===== config.mk =====
export PLATFORM = sky130hd
export DESIGN_NAME = uart_tx_fifo
export DESIGN_NICKNAME = d
export VERILOG_FILES = /design/src/rtl/uart_pkg.sv /design/src/rtl/sync_fifo.sv /design/src/rtl/uart_tx_fifo.sv
export SDC_FILE = /design/constraint.sdc
export NUM_CORES = 1
export LEC_CHECK = 0
export CAP_MARGIN = 20
export CORE_ASPECT_RATIO = 1.25
export CORE_MARGIN = 1
export CORE_UTILIZATION = 45
export CTS_BUF_LIST = sky130_fd_sc_hd__clkbuf_4 sky130_fd_sc_hd__clkbuf_8
export DETAILED_ROUTE_END_ITERATION = 8
export REMOVE_ABC_BUFFERS = 1
export SETUP_SLACK_MARGIN = 0.4
export SLEW_MARGIN = 20
export SYNTH_ARGS = -nofsm -noshare
export SYNTH_HDL_FRONTEND = slang
export SYNTH_SLANG_ARGS = --single-unit

===== constraint.sdc =====
create_clock -name clk -period 3.8 [get_ports clk]
set_input_delay 0.76 -clock clk [delete_from_list [all_inputs] [get_ports clk]]
set_output_delay 0.76 -clock clk [all_outputs]
set_load 0.01 [all_outputs]

===== src/rtl/uart_pkg.sv =====
// uart_pkg: shared UART definitions (FSM states, data width, baud divider) for uart_rx/uart_tx/uart_tx_fifo.
package uart_pkg;

    localparam int UART_DATA_W = 8;

    typedef enum logic [2:0] {
        IDLE,
        START,
        DATA,
        PARITY,
        STOP
    } uart_state_t;

    function automatic int clks_per_bit(input int clk_freq, input int baud);
        return clk_freq / baud;
    endfunction

endpackage


===== src/rtl/sync_fifo.sv =====
// sync_fifo: single-clock show-ahead FIFO with registered count, full and empty flags.
module sync_fifo #(
    parameter int WIDTH = 8,
    parameter int DEPTH = 16,
    localparam int AW = $clog2(DEPTH),
    localparam int CW = AW + 1
) (
    input  logic             clk,
    input  logic             rst,
    input  logic [WIDTH-1:0] wr_data,
    input  logic             wr_en,
    input  logic             rd_en,
    output logic [WIDTH-1:0] rd_data,
    output logic [CW-1:0]    count,
    output logic             full,
    output logic             empty
);

    logic [WIDTH-1:0] mem [DEPTH];
    logic [AW-1:0]    wr_ptr, rd_ptr;
    logic             push, pop;

    // A full FIFO refuses writes even when a read frees a slot on the same edge.
    assign full    = count == CW'(DEPTH);
    assign empty   = count == '0;
    assign push    = wr_en && !full;
    assign pop     = rd_en && !empty;
    assign rd_data = mem[rd_ptr];

    always_ff @(posedge clk) begin
        if (push) mem[wr_ptr] <= wr_data;
    end

    always_ff @(posedge clk) begin
        if (rst) begin
            wr_ptr <= '0;
            rd_ptr <= '0;
            count  <= '0;
        end else begin
            wr_ptr <= wr_ptr + AW'(push);
            rd_ptr <= rd_ptr + AW'(pop);
            count  <= count + CW'(push) - CW'(pop);
        end
    end

endmodule


===== src/rtl/uart_tx_fifo.sv =====
// uart_tx_fifo: FIFO-buffered UART transmitter, 8N1 by default.
// Define UART_TX_FIFO_PARITY_EN for 8E1 framing with an even parity bit.
module uart_tx_fifo
    import uart_pkg::*;
#(
    parameter int CLK_FREQ = 12_000_000,
    parameter int BAUD = 9600,
    parameter int FIFO_DEPTH = 16,
    localparam int CW = $clog2(FIFO_DEPTH) + 1
) (
    input  logic                   clk,
    input  logic                   rst,
    input  logic [UART_DATA_W-1:0] in_data,
    input  logic                   in_valid,
    output logic                   in_ready,
    output logic                   tx,
    output logic                   busy,
    output logic [CW-1:0]          fifo_count
);

    localparam int CPB = clks_per_bit(CLK_FREQ, BAUD);
    localparam int BW = $clog2(CPB);

    uart_state_t            state, state_n;
    logic [BW-1:0]          baud_cnt, baud_cnt_n;
    logic [2:0]             bit_idx, bit_idx_n;
    logic [UART_DATA_W-1:0] shreg, shreg_n, head;
    logic                   tx_n, pop, empty, full, last;

    sync_fifo #(
        .WIDTH(UART_DATA_W),
        .DEPTH(FIFO_DEPTH)
    ) u_fifo (
        .clk(clk),
        .rst(rst),
        .wr_data(in_data),
        .wr_en(in_valid),
        .rd_en(pop),
        .rd_data(head),
        .count(fifo_count),
        .full(full),
        .empty(empty)
    );

    assign in_ready = !full;
    assign busy     = (state != IDLE) || !empty;
    assign last     = baud_cnt == BW'(CPB - 1);

`ifdef UART_TX_FIFO_PARITY_EN
    logic parity;

    always_ff @(posedge clk) begin
        if (rst) parity <= 1'b0;
        else if (pop) parity <= ^head;
    end
`endif

    // Each bit period ends on the terminal baud count; the next bit is presented on that same edge.
    always_comb begin
        state_n    = state;
        baud_cnt_n = last ? '0 : baud_cnt + BW'(1);
        bit_idx_n  = bit_idx;
        shreg_n    = shreg;
        tx_n       = tx;
        pop        = 1'b0;
        unique case (state)
            IDLE: begin
                baud_cnt_n = '0;
                if (!empty) begin
                    pop     = 1'b1;
                    shreg_n = head;
                    tx_n    = 1'b0;
                    state_n = START;
                end
            end
            START: if (last) begin
                tx_n      = shreg[0];
                shreg_n   = shreg >> 1;
                bit_idx_n = '0;
                state_n   = DATA;
            end
            DATA: if (last) begin
                if (bit_idx == 3'd7) begin
`ifdef UART_TX_FIFO_PARITY_EN
                    tx_n    = parity;
                    state_n = PARITY;
`else
                    tx_n    = 1'b1;
                    state_n = STOP;
`endif
                end else begin
                    tx_n      = shreg[0];
                    shreg_n   = shreg >> 1;
                    bit_idx_n = bit_idx + 3'd1;
                end
            end
`ifdef UART_TX_FIFO_PARITY_EN
            PARITY: if (last) begin
                tx_n    = 1'b1;
                state_n = STOP;
            end
`endif
            STOP: if (last) begin
                pop     = !empty;
                shreg_n = empty ? shreg : head;
                tx_n    = empty;
                state_n = empty ? IDLE : START;
            end
            default: state_n = IDLE;
        endcase
    end

    always_ff @(posedge clk) begin
        if (rst) begin
            state    <= IDLE;
            baud_cnt <= '0;
            bit_idx  <= '0;
            shreg    <= '0;
            tx       <= 1'b1;
        end else begin
            state    <= state_n;
            baud_cnt <= baud_cnt_n;
            bit_idx  <= bit_idx_n;
            shreg    <= shreg_n;
            tx       <= tx_n;
        end
    end

endmodule


Yosys cells after proc, flatten, opt, wreduce, memory -nomap -nowiden
Memory sizes are Yosys's and may differ from the RTL's. A register that Yosys moved wholly into a read port is not among the register bits.
Index checks and enable logic that the tools add are counted.
{"block": "op_classes", "n_addsub": 6, "n_eq_ne": 12, "n_mux": 29, "n_reduce_logical": 15}
{"cell": "two-way mux 8 bit", "n": 5}
{"cell": "case mux 8 bit (4 select lines)", "n": 1}
{"cell": "two-way mux 3 bit", "n": 8}
{"cell": "AND reduction 5 bit", "n": 3}
{"cell": "inequality test 2 bit, second input constant", "n": 6}
{"cell": "case mux 3 bit (4 select lines)", "n": 1}
{"cell": "adder 11 x 1 -> 11 bit, second input constant", "n": 1}
{"cell": "== test 11 bit, second input constant", "n": 1}
{"cell": "two-way mux 1 bit", "n": 10}
{"cell": "adder 4 x 1 -> 4 bit", "n": 2}
{"cell": "== test 3 bit, second input constant", "n": 2}
{"cell": "case mux 3 bit (2 select lines)", "n": 1}
{"cell": "adder 5 x 1 -> 5 bit", "n": 1}
{"cell": "== test 5 bit, second input constant", "n": 1}
{"cell": "zero test 5 bit", "n": 1}
{"cell": "subtractor 5 x 1 -> 5 bit", "n": 1}
{"cell": "two-way mux 4 bit", "n": 1}
{"cell": "case mux 1 bit (4 select lines)", "n": 1}
{"cell": "AND reduction 4 bit", "n": 1}
{"cell": "nonzero test 4 bit", "n": 1}
{"cell": "adder 3 x 1 -> 3 bit, second input constant", "n": 1}
{"cell": "== test 3 x 1 -> 1 bit, second input constant", "n": 1}
{"cell": "== test 3 x 2 -> 1 bit, second input constant", "n": 1}
{"cell": "zero test 3 bit", "n": 1}
{"cell": "7 further kinds", "n": 9}
{"block": "word_totals", "reg_bits": 39, "mem_bits_rw": 128, "input_bits": 11, "word_cells": 71, "mem_count": 1}
{"name": "u_fifo.mem", "depth": 16, "word_bits": 8, "rd": 1, "rd_ports_with_merged_regs": 1, "write_ports": 1, "line_no": "sync_fifo.sv:19", "rtl": "logic [WIDTH-1:0] mem [DEPTH];"}

Longest topological paths before layout
Gate-level depths: netlist of the first run.
{"block": "logic_depth", "ltp_word": 7, "depth_mapped": 13, "depth_no_buf": 13}

Hierarchy
From an unflattened synthesis of the first run, not the netlist that was laid out.
{"block": "hier_totals", "hier_cells": 458, "hier_area_um2": 7134.3}
{"mod": "sync_fifo", "instances": 1, "cells_each": 289, "area_each_um2": 5655.4, "seq_area_each_um2": 4103.9}
{"mod": "uart_tx_fifo", "instances": 1, "cells_each": 169, "area_each_um2": 1478.9, "seq_area_each_um2": 520.5}

Worst setup path after synthesis of the first run
OpenSTA, ideal clock, no wires.
{"block": "synth_path", "path_kind": "register to register", "start": "register baud_cnt[2]", "end": "register u_fifo.count[4]", "arrival_time_ns": 3.135, "path_slack_ns": 0.594, "stages_incl_launch_ff": 12, "path_buffers": 0, "period_less_slack_ns": 3.206, "cell_sequence": "dfxtp_1 or4b_4 or3_1 a2111oi_2 ha_1 inv_1 ha_1 fa_1 a21oi_1 nor2_1 or3_1 a21oi_1"}
{"block": "synth_via", "elab_chain_len": 5}
{"item": "start: declaration", "line_no": "uart_tx_fifo.sv:25", "rtl": "logic [BW-1:0] baud_cnt, baud_cnt_n;"}
{"item": "start signal: assignment", "line_no": "uart_tx_fifo.sv:122", "rtl": "baud_cnt <= baud_cnt_n;"}
{"item": "== test 11 bit", "line_no": "uart_tx_fifo.sv:47", "rtl": "assign last = baud_cnt == BW'(CPB - 1);"}
{"item": "two-way mux 1 bit", "line_no": "uart_tx_fifo.sv:103", "rtl": "STOP: if (last) begin"}
{"item": "case mux 1 bit (2 select lines)", "line_no": "uart_tx_fifo.sv:66", "rtl": "unique case (state)"}
{"item": "logical AND 1 bit", "line_no": "sync_fifo.sv:27", "rtl": "assign pop = rd_en && !empty;"}
{"item": "subtractor 5 x 1 -> 5 bit", "line_no": "sync_fifo.sv:42", "rtl": "count <= count + CW'(push) - CW'(pop);"}
{"item": "end signal: assignment", "line_no": "sync_fifo.sv:42"}
{"item": "end: declaration", "line_no": "sync_fifo.sv:14", "rtl": "output logic [CW-1:0] count,"}
Every way passes these cells.
A chain may end at the register's enable or synchronous reset.

Worst setup path in the final report of the first run
Same ends and word-level chain as after synthesis.

==> flow_metrics.env, run 1 <==
export IMPL_core_area_um2=15100
export IMPL_fin_setup_tns_ns=0
export IMPL_synth_area_per_cell_um2=14.8
export IMPL_final_nets=522
export IMPL_arrival_ns=3.59
export IMPL_endpoint_kind="register"
export IMPL_clock_sinks=167
export IMPL_ir_worst_vdd_mv=0.288
export IMPL_fmax_mhz=312
export IMPL_synth_edf_count=128
export IMPL_fin_skew_ns=0.0142
export IMPL_synth_seq_cells=167
export IMPL_initial_core_util=0.464
export IMPL_synth_cells=475
export IMPL_drt_iter0_drc=252
export IMPL_min_period_over_period=0.842
export IMPL_die_area_um2=16100
export IMPL_power_leakage_nw=2.53
export IMPL_cts_buffers=17
export IMPL_drv_slew=0
export IMPL_cap_violations=0
export IMPL_post_dp_cell_area_um2=7410
export IMPL_power_frac_comb=0.245
export IMPL_p_int_mw=3.24
export IMPL_synth_area_um2=7020
export IMPL_design_area_um2=7840
export IMPL_synthArstFlopShare=0
export IMPL_final_util=0.518
export IMPL_placementRows=50
export IMPL_cts_tree="yes"
export IMPL_track_usage=0.192
export IMPL_diodes=0
export IMPL_finalSetupViolations=0
export IMPL_rsz0062_at_grt="false"
export IMPL_cts_root_buf="clkbuf_8"
export IMPL_crit_slowest_cell="or4b_4"
export IMPL_switchingPower_mw=1.38
export IMPL_cts_buffer_depth=2
export IMPL_detail_route_wl_per_cell_um=19.6
export IMPL_tightest_slew_ns=0.852
export IMPL_pwr_share_clk=0.278
export IMPL_grt_pass1_wl_um=22400
export IMPL_cts_reportedPaths_clkPinSlew_ns=0.08
export IMPL_io_buffers=18
export IMPL_cp_required_ns=4.19
export IMPL_worstSetupPathType="reg -> reg"
export IMPL_status="finished clean"
export IMPL_clkLatencyLatePin_ns=0.46
export IMPL_dieWidth_um=114
export IMPL_grt_ovfl_total=0
export IMPL_place_congestion=0.783
export IMPL_layout_drive_gt1_share=0.147
export IMPL_slowest_delay_ns=0.56
export IMPL_fp_dieH_um=142
export IMPL_hold_ws_ns=0.486
export IMPL_cp_cell_sequence="or4b_4, or3_4, a2111oi_4, ha_1, inv_1, ha_1, fa_2, a21oi_1, nor2_1, or3_1, a21oi_1"
export IMPL_ys_types=52
export IMPL_vias_per_cell=5.45
export IMPL_ys_seq_area_frac=0.658
export IMPL_grt_antenna_before_repair=0
export IMPL_ios=19
export IMPL_regArea_um2=4630
export IMPL_start_kind="register"
export IMPL_powerDensity_nw_per_um2=589
export IMPL_final_hold_viol_count=0
export IMPL_power_share_switching=0.298
export IMPL_area_delta_synth_final_pct=11.6
export IMPL_hp_class="reg -> reg"
export IMPL_dr_pass1_iters=4
export IMPL_multi_input_area_um2=2240
export IMPL_grt_max_degree=30
export IMPL_wl_um=14100
export IMPL_fin_crit_ns=3.20
export IMPL_grt_pass1_vias=4056
export IMPL_ys_flop_type="edfxtp_1"
export IMPL_fillers=1305
export IMPL_drc_errors=0
export IMPL_final_cell_mix="edfxtp_1 (128), nor2_1 (45), dfxtp_1 (38), mux2i_1 (33)"
export IMPL_htreeDepth=4
export IMPL_worst_path_max_fanout=5
export IMPL_p_seq_frac=0.477
export IMPL_post_dp_hpwl_um=9300
export IMPL_layout_commonest_cell="edfxtp_1"
export IMPL_slew_headroom=0.430
export IMPL_via_count=3909
export IMPL_ant_nets=0
export IMPL_yosysWarnings=0
[registers in the layout, indices dropped and copies added, names as in the netlist]
signal         count
u_fifo.mem       128
baud_cnt          11
shreg              8
u_fifo.count       5
u_fifo.rd_ptr      4
u_fifo.wr_ptr      4
bit_idx            3
state              3
tx                 1
[stage by stage]
stage	instances	setup WS (ns)	power (mW)
4_1_cts	717	0.401	4.67
5_1_grt	717	0.409	4.86
6_report	717	0.599	4.62
3_3_place_gp	685	0.385	3.34
3_5_place_dp	685	0.316	3.38
2_1_floorplan	450	0.595	3.01
[power groups by stage]
stage / Sequential [mW] / Clock, mW / Combinational, mW
3_5_place_dp: 2.25 / 0 / 1.14
4_1_cts: 2.21 / 1.32 / 1.15
2_1_floorplan: 2.29 / 0 / 0.726
5_1_grt: 2.22 / 1.39 / 1.25
3_3_place_gp: 2.24 / 0 / 1.10
6_report: 2.20 / 1.28 / 1.13
[path summary, 6_finish.rpt]
kind,start,depth (start not counted),endpoint,slack [ns]
worst max register to register,baud_cnt[2],11,u_fifo.count[4],0.60
worst max-delay path,baud_cnt[2],11,u_fifo.count[4],0.60
worst min-delay path,baud_cnt[0],1,baud_cnt[0],0.49
worst min register to register,baud_cnt[0],1,baud_cnt[0],0.49
[metal layers]
| metal | up-vias | wire (um) | global-route usage |
|---|---|---|---|
| met4 | 0 | 326 | 0.0838 |
| met5 | - | 0 | 0 |
| met1 | 1938 | 6040 | 0.236 |
| met2 | 91 | 7090 | 0.318 |
| met3 | 21 | 591 | 0.0521 |
| li1 | 1859 | - | - |
[kinds of logic (layout without fill, tap and decap cells)]
group	Yosys count	in the layout	share of synthesized area
simple gates	128	128	0.0944
mux	49	49	0.0983
flops	167	167	0.658
buf+inv	37	71	0.0251
compound gates	63	63	0.0761
fa+ha+maj	15	15	0.0278
xor+xnor	16	16	0.0199
[Yosys cell counts, types with 5 or more instances]
| library cell | n | share of area |
|---|---|---|
| xor2_1 | 6 | 0.0075 |
| nand2b_1 | 5 | 0.0045 |
| a22oi_1 | 5 | 0.0053 |
| nor2b_1 | 10 | 0.0089 |
| a21oi_1 | 6 | 0.0043 |
| edfxtp_1 | 128 | 0.55 |
| xnor2_1 | 10 | 0.012 |
| nor3_1 | 15 | 0.011 |
| a221o_1 | 6 | 0.0086 |
| o21ai_0 | 11 | 0.0078 |
| clkbuf_1 | 15 | 0.0080 |
| mux2i_1 | 33 | 0.047 |
| or3_1 | 5 | 0.0045 |
| nor2_1 | 45 | 0.024 |
| mux4_2 | 16 | 0.051 |
| a211o_1 | 6 | 0.0075 |
| ha_1 | 14 | 0.025 |
| dfxtp_1 | 39 | 0.11 |
| a311oi_2 | 6 | 0.013 |
| nand3_1 | 9 | 0.0064 |
| a221oi_1 | 10 | 0.012 |
| inv_1 | 11 | 0.0059 |
| nor3b_1 | 6 | 0.0064 |
| nand2_1 | 18 | 0.0096 |
[final cells by class]
| cell class | count | area share |
|---|---|---|
| Clock inverter | 14 | 0.0209 |
| Inverter | 12 | 0.00575 |
| Sequential cell | 167 | 0.590 |
| Multi-Input combinational cell | 271 | 0.286 |
| Clock buffer | 18 | 0.0308 |
| Tap cell | 208 | 0.0332 |
| Timing Repair Buffer | 27 | 0.0332 |
[critical path, delay by kind of cell (launching register included)]
| family | cells | cell delay [ns] |
|---|---|---|
| AO/OA/AOI/OAI | 3 | 0.65 |
| buffers and inverters | 1 | 0.04 |
| flip-flops | 1 | 0.36 |
| AND/OR/NAND/NOR | 4 | 1.35 |
| adder cells (fa/ha/maj) | 3 | 0.75 |
[repair_timing]
item                       in CTS  in global routing
gates resized for setup         1                  2
hold buffers                    0                  0
pin swaps                       0                  1
setup endpoints to repair       1                  1
buffers inserted                0                  0
(Power assumes the default switching activity.)
==> run 2, diff against run 1 <==
- clock period: 3.8 -> 3 ns (I/O delays scaled with it)
==> run 2 against run 1 <==
Against the previous run:
- routed wire length up 3.2%
- utilization up 1.4 points
- global-route usage up 0.36 points
- clock power up 15%
- combinational power up 39%
- sequential cell count unchanged
- worst hold slack better by 0.019 ns
- worst setup slack worse by 0.58 ns
- cell count up 4.2%
- largest cell class unchanged
- largest power group unchanged
- highest routed layer unchanged
==> flow_metrics.env, run 2 (synthesized netlist as in run 1, its figures left out) <==
export IMPL_place_congestion=0.809
export IMPL_grt_max_degree=50
export IMPL_switchingPower_mw=1.77
export IMPL_power_mw=5.80
export IMPL_cp_required_ns=3.39
export IMPL_cp_cell_sequence="or4b_4, or3_4, a2111oi_4, ha_1, inv_1, ha_2, fa_2, a21oi_2, nor2_1, or3_1, a21oi_1"
export IMPL_vias_per_cell=5.41
export IMPL_post_dp_hpwl_um=9540
export IMPL_detail_route_wl_per_cell_um=19.4
export IMPL_grt_ovfl_total=0
export IMPL_cts_buffers=17
export IMPL_power_share_switching=0.305
export IMPL_area_delta_synth_final_pct=14.6
export IMPL_hp_class="reg -> reg"
export IMPL_arrival_ns=3.38
export IMPL_power_leakage_nw=2.68
export IMPL_cts_hold_buf=0
export IMPL_rr_worst_depth=11
export IMPL_ant_nets=0
export IMPL_dieWidth_um=114
export IMPL_io_buffers=18
export IMPL_tightest_slew_ns=0.690
export IMPL_slowest_delay_ns=0.53
export IMPL_rsz0062_at_grt="true"
export IMPL_layout_commonest_cell="edfxtp_1"
export IMPL_drt_iter0_drc=317
export IMPL_cts_buffer_depth=2
export IMPL_critPathTopFamily="simple AND/OR/NAND/NOR gates"
export IMPL_reg2reg_slack_ns=0.02
export IMPL_reg_largest_list="u_fifo.mem: 128 flops, baud_cnt: 11 flops, shreg: 8 flops"
export IMPL_slew_headroom=0.539
export IMPL_ios=19
export IMPL_fillers=1295
export IMPL_wl_um=14500
export IMPL_final_nets=552
export IMPL_cts_reportedPaths_clkPinSlew_ns=0.09
export IMPL_initial_core_util=0.464
export IMPL_p_int_mw=4.03
export IMPL_cts_tree="yes"
export IMPL_regMostFlops="u_fifo.mem"
export IMPL_r2r_end="u_fifo.count[4]"
export IMPL_grt_pass1_wl_um=22600
export IMPL_grt_pass1_vias=4207
export IMPL_min_period_over_period=0.995
export IMPL_via_count=4038
export IMPL_p_seq_frac=0.475
export IMPL_power_frac_comb=0.271
export IMPL_final_hold_viol_count=0
export IMPL_drc_errors=0
export IMPL_fin_crit_ns=2.98
export IMPL_placementRows=50
export IMPL_worstSetupPathType="reg -> reg"
export IMPL_fin_cells=747
export IMPL_diodes=0
export IMPL_holdPathStages=2
export IMPL_clock_sinks=167
export IMPL_layout_drive_gt1_share=0.204
export IMPL_ir_worst_vdd_mv=0.379
export IMPL_drv_slew=0
export IMPL_track_usage=0.196
export IMPL_worst_path_max_fanout=2
export IMPL_fin_skew_ns=0.0122
export IMPL_crit_reg2reg_launch="baud_cnt[2]"
export IMPL_post_place_cells=713
export IMPL_largest_reg_flops=128
export IMPL_endpoint_kind="register"
export IMPL_start_kind="register"
export IMPL_cap_violations=0
export IMPL_grt_antenna_before_repair=0
export IMPL_worstHoldEndpoint="shreg[6]"
export IMPL_status="finished clean"
export IMPL_crit_slowest_cell="or4b_4"
export IMPL_finalSetupViolations=0
export IMPL_powerDensity_nw_per_um2=721
export IMPL_pwr_share_clk=0.254
export IMPL_die_area_um2=16100
export IMPL_fmax_mhz=335
export IMPL_core_area_um2=15100
export IMPL_dr_pass1_iters=4
export IMPL_worstHoldStart="shreg[7]"
export IMPL_path_buf_inv=1
export IMPL_cts_root_buf="clkbuf_8"
export IMPL_clkLatencyLatePin_ns=0.46
export IMPL_fp_dieH_um=142
export IMPL_final_cell_mix="edfxtp_1 (128), nor2_1 (45), buf_4 (38), dfxtp_1 (36), mux2i_1 (33)"
export IMPL_htreeDepth=4
[run 2: per-stage QoR]
stage	hold WS (ns)	instance area, um^2	setup WS [ns]	setup TNS, ns	util
2_1_floorplan	0.445	6890	-0.205	-1.51	-
3_3_place_gp	0.476	7620	-0.213	-0.213	0.504
3_5_place_dp	0.495	7620	-0.272	-0.280	0.504
4_1_cts	0.508	8040	-0.0137	-0.0137	0.531
5_1_grt	0.535	8050	-0.148	-0.148	0.532
6_report	0.505	8050	0.0152	0	0.532
[run 2: per-layer routing]
layer	part of all wire	GRT usage	up-vias
met3	0.039	0.0444	19
met4	0.019	0.0810	0
met2	0.52	0.334	82
met5	0	0	-
li1	-	-	1915
met1	0.43	0.239	2022
[run 2: how the worst max path moves through the flow]
| stage | cells past startpoint | start | slack, ns | end |
|---|---|---|---|---|
| global route | 11 | baud_cnt[2] | -0.15 | u_fifo.count[4] |
| finish | 11 | baud_cnt[2] | 0.02 | u_fifo.count[4] |
| floorplan | 11 | baud_cnt[2] | -0.21 | u_fifo.count[4] |
| CTS | 11 | baud_cnt[2] | -0.01 | u_fifo.count[4] |
| global placement | 11 | baud_cnt[2] | -0.21 | u_fifo.count[4] |
| detailed placement | 11 | baud_cnt[2] | -0.27 | u_fifo.count[4] |
[run 2: power groups by stage]
stage               clock network (mW)  logic, mW  registers [mW]
floorplan                            0      0.919            2.90
global placement                     0       1.48            2.79
detailed placement                   0       1.51            2.80
CTS                               1.51       1.57            2.75
global route                      1.59       1.74            2.78
finish                            1.47       1.57            2.76
[run 2: what timing repair did]
item                                    CTS  global route
resized for setup                         7             4
endpoints found under the setup margin    5             6
buffers inserted                          2             0
pin swaps                                 2             0
[run 2: layout make-up]
cell class / instances / area, um^2 / share of cell area
inverter: 12 / 45.0 / 0.00560
multi-input combinational: 271 / 2270 / 0.282
tap: 208 / 260 / 0.0323
clock buffer: 19 / 249 / 0.0309
timing repair buffer: 57 / 484 / 0.0602
sequential: 167 / 4630 / 0.575
clock inverter: 13 / 113 / 0.0140
[run 2: worst register-to-register path, stage by stage, from the launching register on]
cell and delay, ns:
dfxtp_2 0.33, or4b_4 0.53, or3_4 0.37, a2111oi_4 0.32, ha_1 0.17, inv_1 0.04, ha_2 0.18, fa_2 0.34
a21oi_2 0.11, nor2_1 0.05, or3_1 0.34, a21oi_1 0.14
==> run 3, diff against run 2 <==
- CTS_CLUSTER_DIAMETER: not set -> 40
- SETUP_SLACK_MARGIN: 0.4 -> 0.02
==> run 3 against run 2 <==
Against the previous run:
- the run now ends with negative setup slack left
- via count up 0.27%
- maximum frequency is 0.77% lower
- clock skew about the same
- sequential cell count did not move
- sequential power hardly changed
- final area down 0.33%
- clock power about the same
- power decreased by 0.71%
- global-route usage unchanged
- cell count shrank 0.13%
==> flow_metrics.env, run 3 (synthesized netlist as in run 1, its figures left out) <==
export IMPL_initial_core_util=0.464
export IMPL_start_kind="register"
export IMPL_arrival_ns=3.40
export IMPL_largest_reg_flops=128
export IMPL_cts_root_buf="clkbuf_8"
export IMPL_rr_worst_depth=11
export IMPL_dieWidth_um=114
export IMPL_fin_setup_tns_ns=-0.00795
export IMPL_final_cell_mix="edfxtp_1 (128), nor2_1 (45), dfxtp_1 (37), buf_4 (37), mux2i_1 (33)"
export IMPL_placementRows=50
export IMPL_grt_pass1_wl_um=22600
export IMPL_cts_tree="yes"
export IMPL_diodes=0
export IMPL_cap_violations=0
export IMPL_fp_dieH_um=142
export IMPL_final_hold_viol_count=0
export IMPL_worstSetupPathType="reg -> reg"
export IMPL_hold_ws_ns=0.504
export IMPL_crit_reg2reg_launch="baud_cnt[2]"
export IMPL_clkLatencyLatePin_ns=0.46
export IMPL_fillers=1297
export IMPL_regMostFlops="u_fifo.mem"
export IMPL_clock_sinks=167
export IMPL_design_area_um2=8020
export IMPL_grt_max_degree=50
export IMPL_reg_largest_list="u_fifo.mem: 128 flops, baud_cnt: 11 flops, shreg: 8 flops"
export IMPL_layout_commonest_cell="edfxtp_1"
export IMPL_fmax_mhz=332
export IMPL_cts_buffer_depth=2
export IMPL_holdPathStages=2
export IMPL_via_count=4049
export IMPL_ant_nets=0
export IMPL_place_congestion=0.809
export IMPL_worst_path_max_fanout=2
export IMPL_htreeDepth=4
export IMPL_slew_headroom=0.543
export IMPL_io_buffers=18
export IMPL_cp_required_ns=3.39
export IMPL_area_delta_synth_final_pct=14.2
export IMPL_die_area_um2=16100
export IMPL_cts_buffers=17
export IMPL_drv_slew=0
export IMPL_post_place_ws_ns=-0.272
export IMPL_core_area_um2=15100
export IMPL_multi_input_area_um2=2250
export IMPL_reg2reg_slack_ns=-0.008
export IMPL_finalSetupViolations=1
export IMPL_status="finished, violations left"
export IMPL_r2r_end="u_fifo.count[4]"
export IMPL_final_util=0.530
export IMPL_rsz0062_at_grt="true"
export IMPL_fin_ws_ns=-0.00795
export IMPL_detail_route_wl_per_cell_um=19.5
export IMPL_power_leakage_nw=2.67
export IMPL_worstHoldStart="shreg[7]"
export IMPL_endpoint_kind="register"
export IMPL_post_dp_hpwl_um=9540
export IMPL_final_nets=551
export IMPL_dr_pass1_iters=4
export IMPL_grt_ovfl_total=0
export IMPL_worstHoldEndpoint="shreg[6]"
export IMPL_min_period_over_period=1.00
export IMPL_hp_class="reg -> reg"
export IMPL_regArea_um2=4630
export IMPL_grt_antenna_before_repair=0
export IMPL_track_usage=0.196
export IMPL_post_dp_cell_area_um2=7620
export IMPL_cts_reportedPaths_clkPinSlew_ns=0.09
export IMPL_fin_skew_ns=0.0122
export IMPL_violations="negative setup slack"
export IMPL_powerDensity_nw_per_um2=718
export IMPL_drc_errors=0
export IMPL_ios=19
export IMPL_cts_hold_buf=0
export IMPL_drt_iter0_drc=290
export IMPL_grt_pass1_vias=4193
export IMPL_vias_per_cell=5.43
export IMPL_layout_drive_gt1_share=0.197
export IMPL_tightest_slew_ns=0.683
export IMPL_wl_um=14500
export IMPL_fin_crit_ns=3.01
export IMPL_ir_worst_vdd_mv=0.380
==> run 3: routing by layer <==
metal | wire [um] | GRT usage | vias up
met5 | 0 | 0 | -
met4 | 290 | 0.0810 | 0
met3 | 578 | 0.0444 | 21
met2 | 7400 | 0.333 | 84
met1 | 6260 | 0.240 | 2029
li1 | - | - | 1915
==> run 3: critical path, cell delays in order (launching register included) <==
cell and delay [ns]:
dfxtp_2 0.33, or4b_4 0.53, or3_4 0.37, a2111oi_4 0.32
ha_1 0.17, inv_1 0.04, ha_2 0.18, fa_2 0.36
a21oi_2 0.12, nor2_1 0.05, or3_1 0.34, a21oi_1 0.14
==> run 3: worst max path at each step <==
stage                 from         endpoint  slack (ns)  cells past startpoint
3_3_place_gp   baud_cnt[2]  u_fifo.count[4]       -0.21                     11
2_1_floorplan  baud_cnt[2]  u_fifo.count[4]       -0.21                     11
3_5_place_dp   baud_cnt[2]  u_fifo.count[4]       -0.27                     11
4_1_cts        baud_cnt[2]  u_fifo.count[4]       -0.03                     11
6_report       baud_cnt[2]  u_fifo.count[4]      -0.008                     11
5_1_grt        baud_cnt[2]  u_fifo.count[4]       -0.17                     11
==> run 3: timing repair <==
item                                    CTS  global route
endpoints found under the setup margin    2             1
pin swaps                                 1             0
buffers inserted                          1             0
gates resized for setup                   5             1
==> run 3: power by group <==
group | total (mW) | switching (mW) | internal (mW) | leakage (nW)
Sequential | 2.75 | 0.107 | 2.64 | 1.48
Clock | 1.48 | 0.864 | 0.616 | 0.184
Combinational | 1.53 | 0.791 | 0.741 | 1.01
Total | 5.76 | 1.76 | 4.00 | 2.67
==> run 3: per-stage QoR <==
| stage | cells | total power, mW |
|---|---|---|
| floorplan | 450 | 3.82 |
| global placement | 713 | 4.27 |
| detailed placement | 713 | 4.31 |
| CTS | 746 | 5.81 |
| global route | 746 | 6.06 |
| finish | 746 | 5.76 |
==> run 3: area by class of cell <==
class                      count  share of cell area
clock inverter                13              0.0140
timing repair buffer          56              0.0596
clock buffer                  19              0.0310
inverter                      12             0.00562
sequential                   167               0.577
tap                          208              0.0324
multi-input combinational    271               0.280
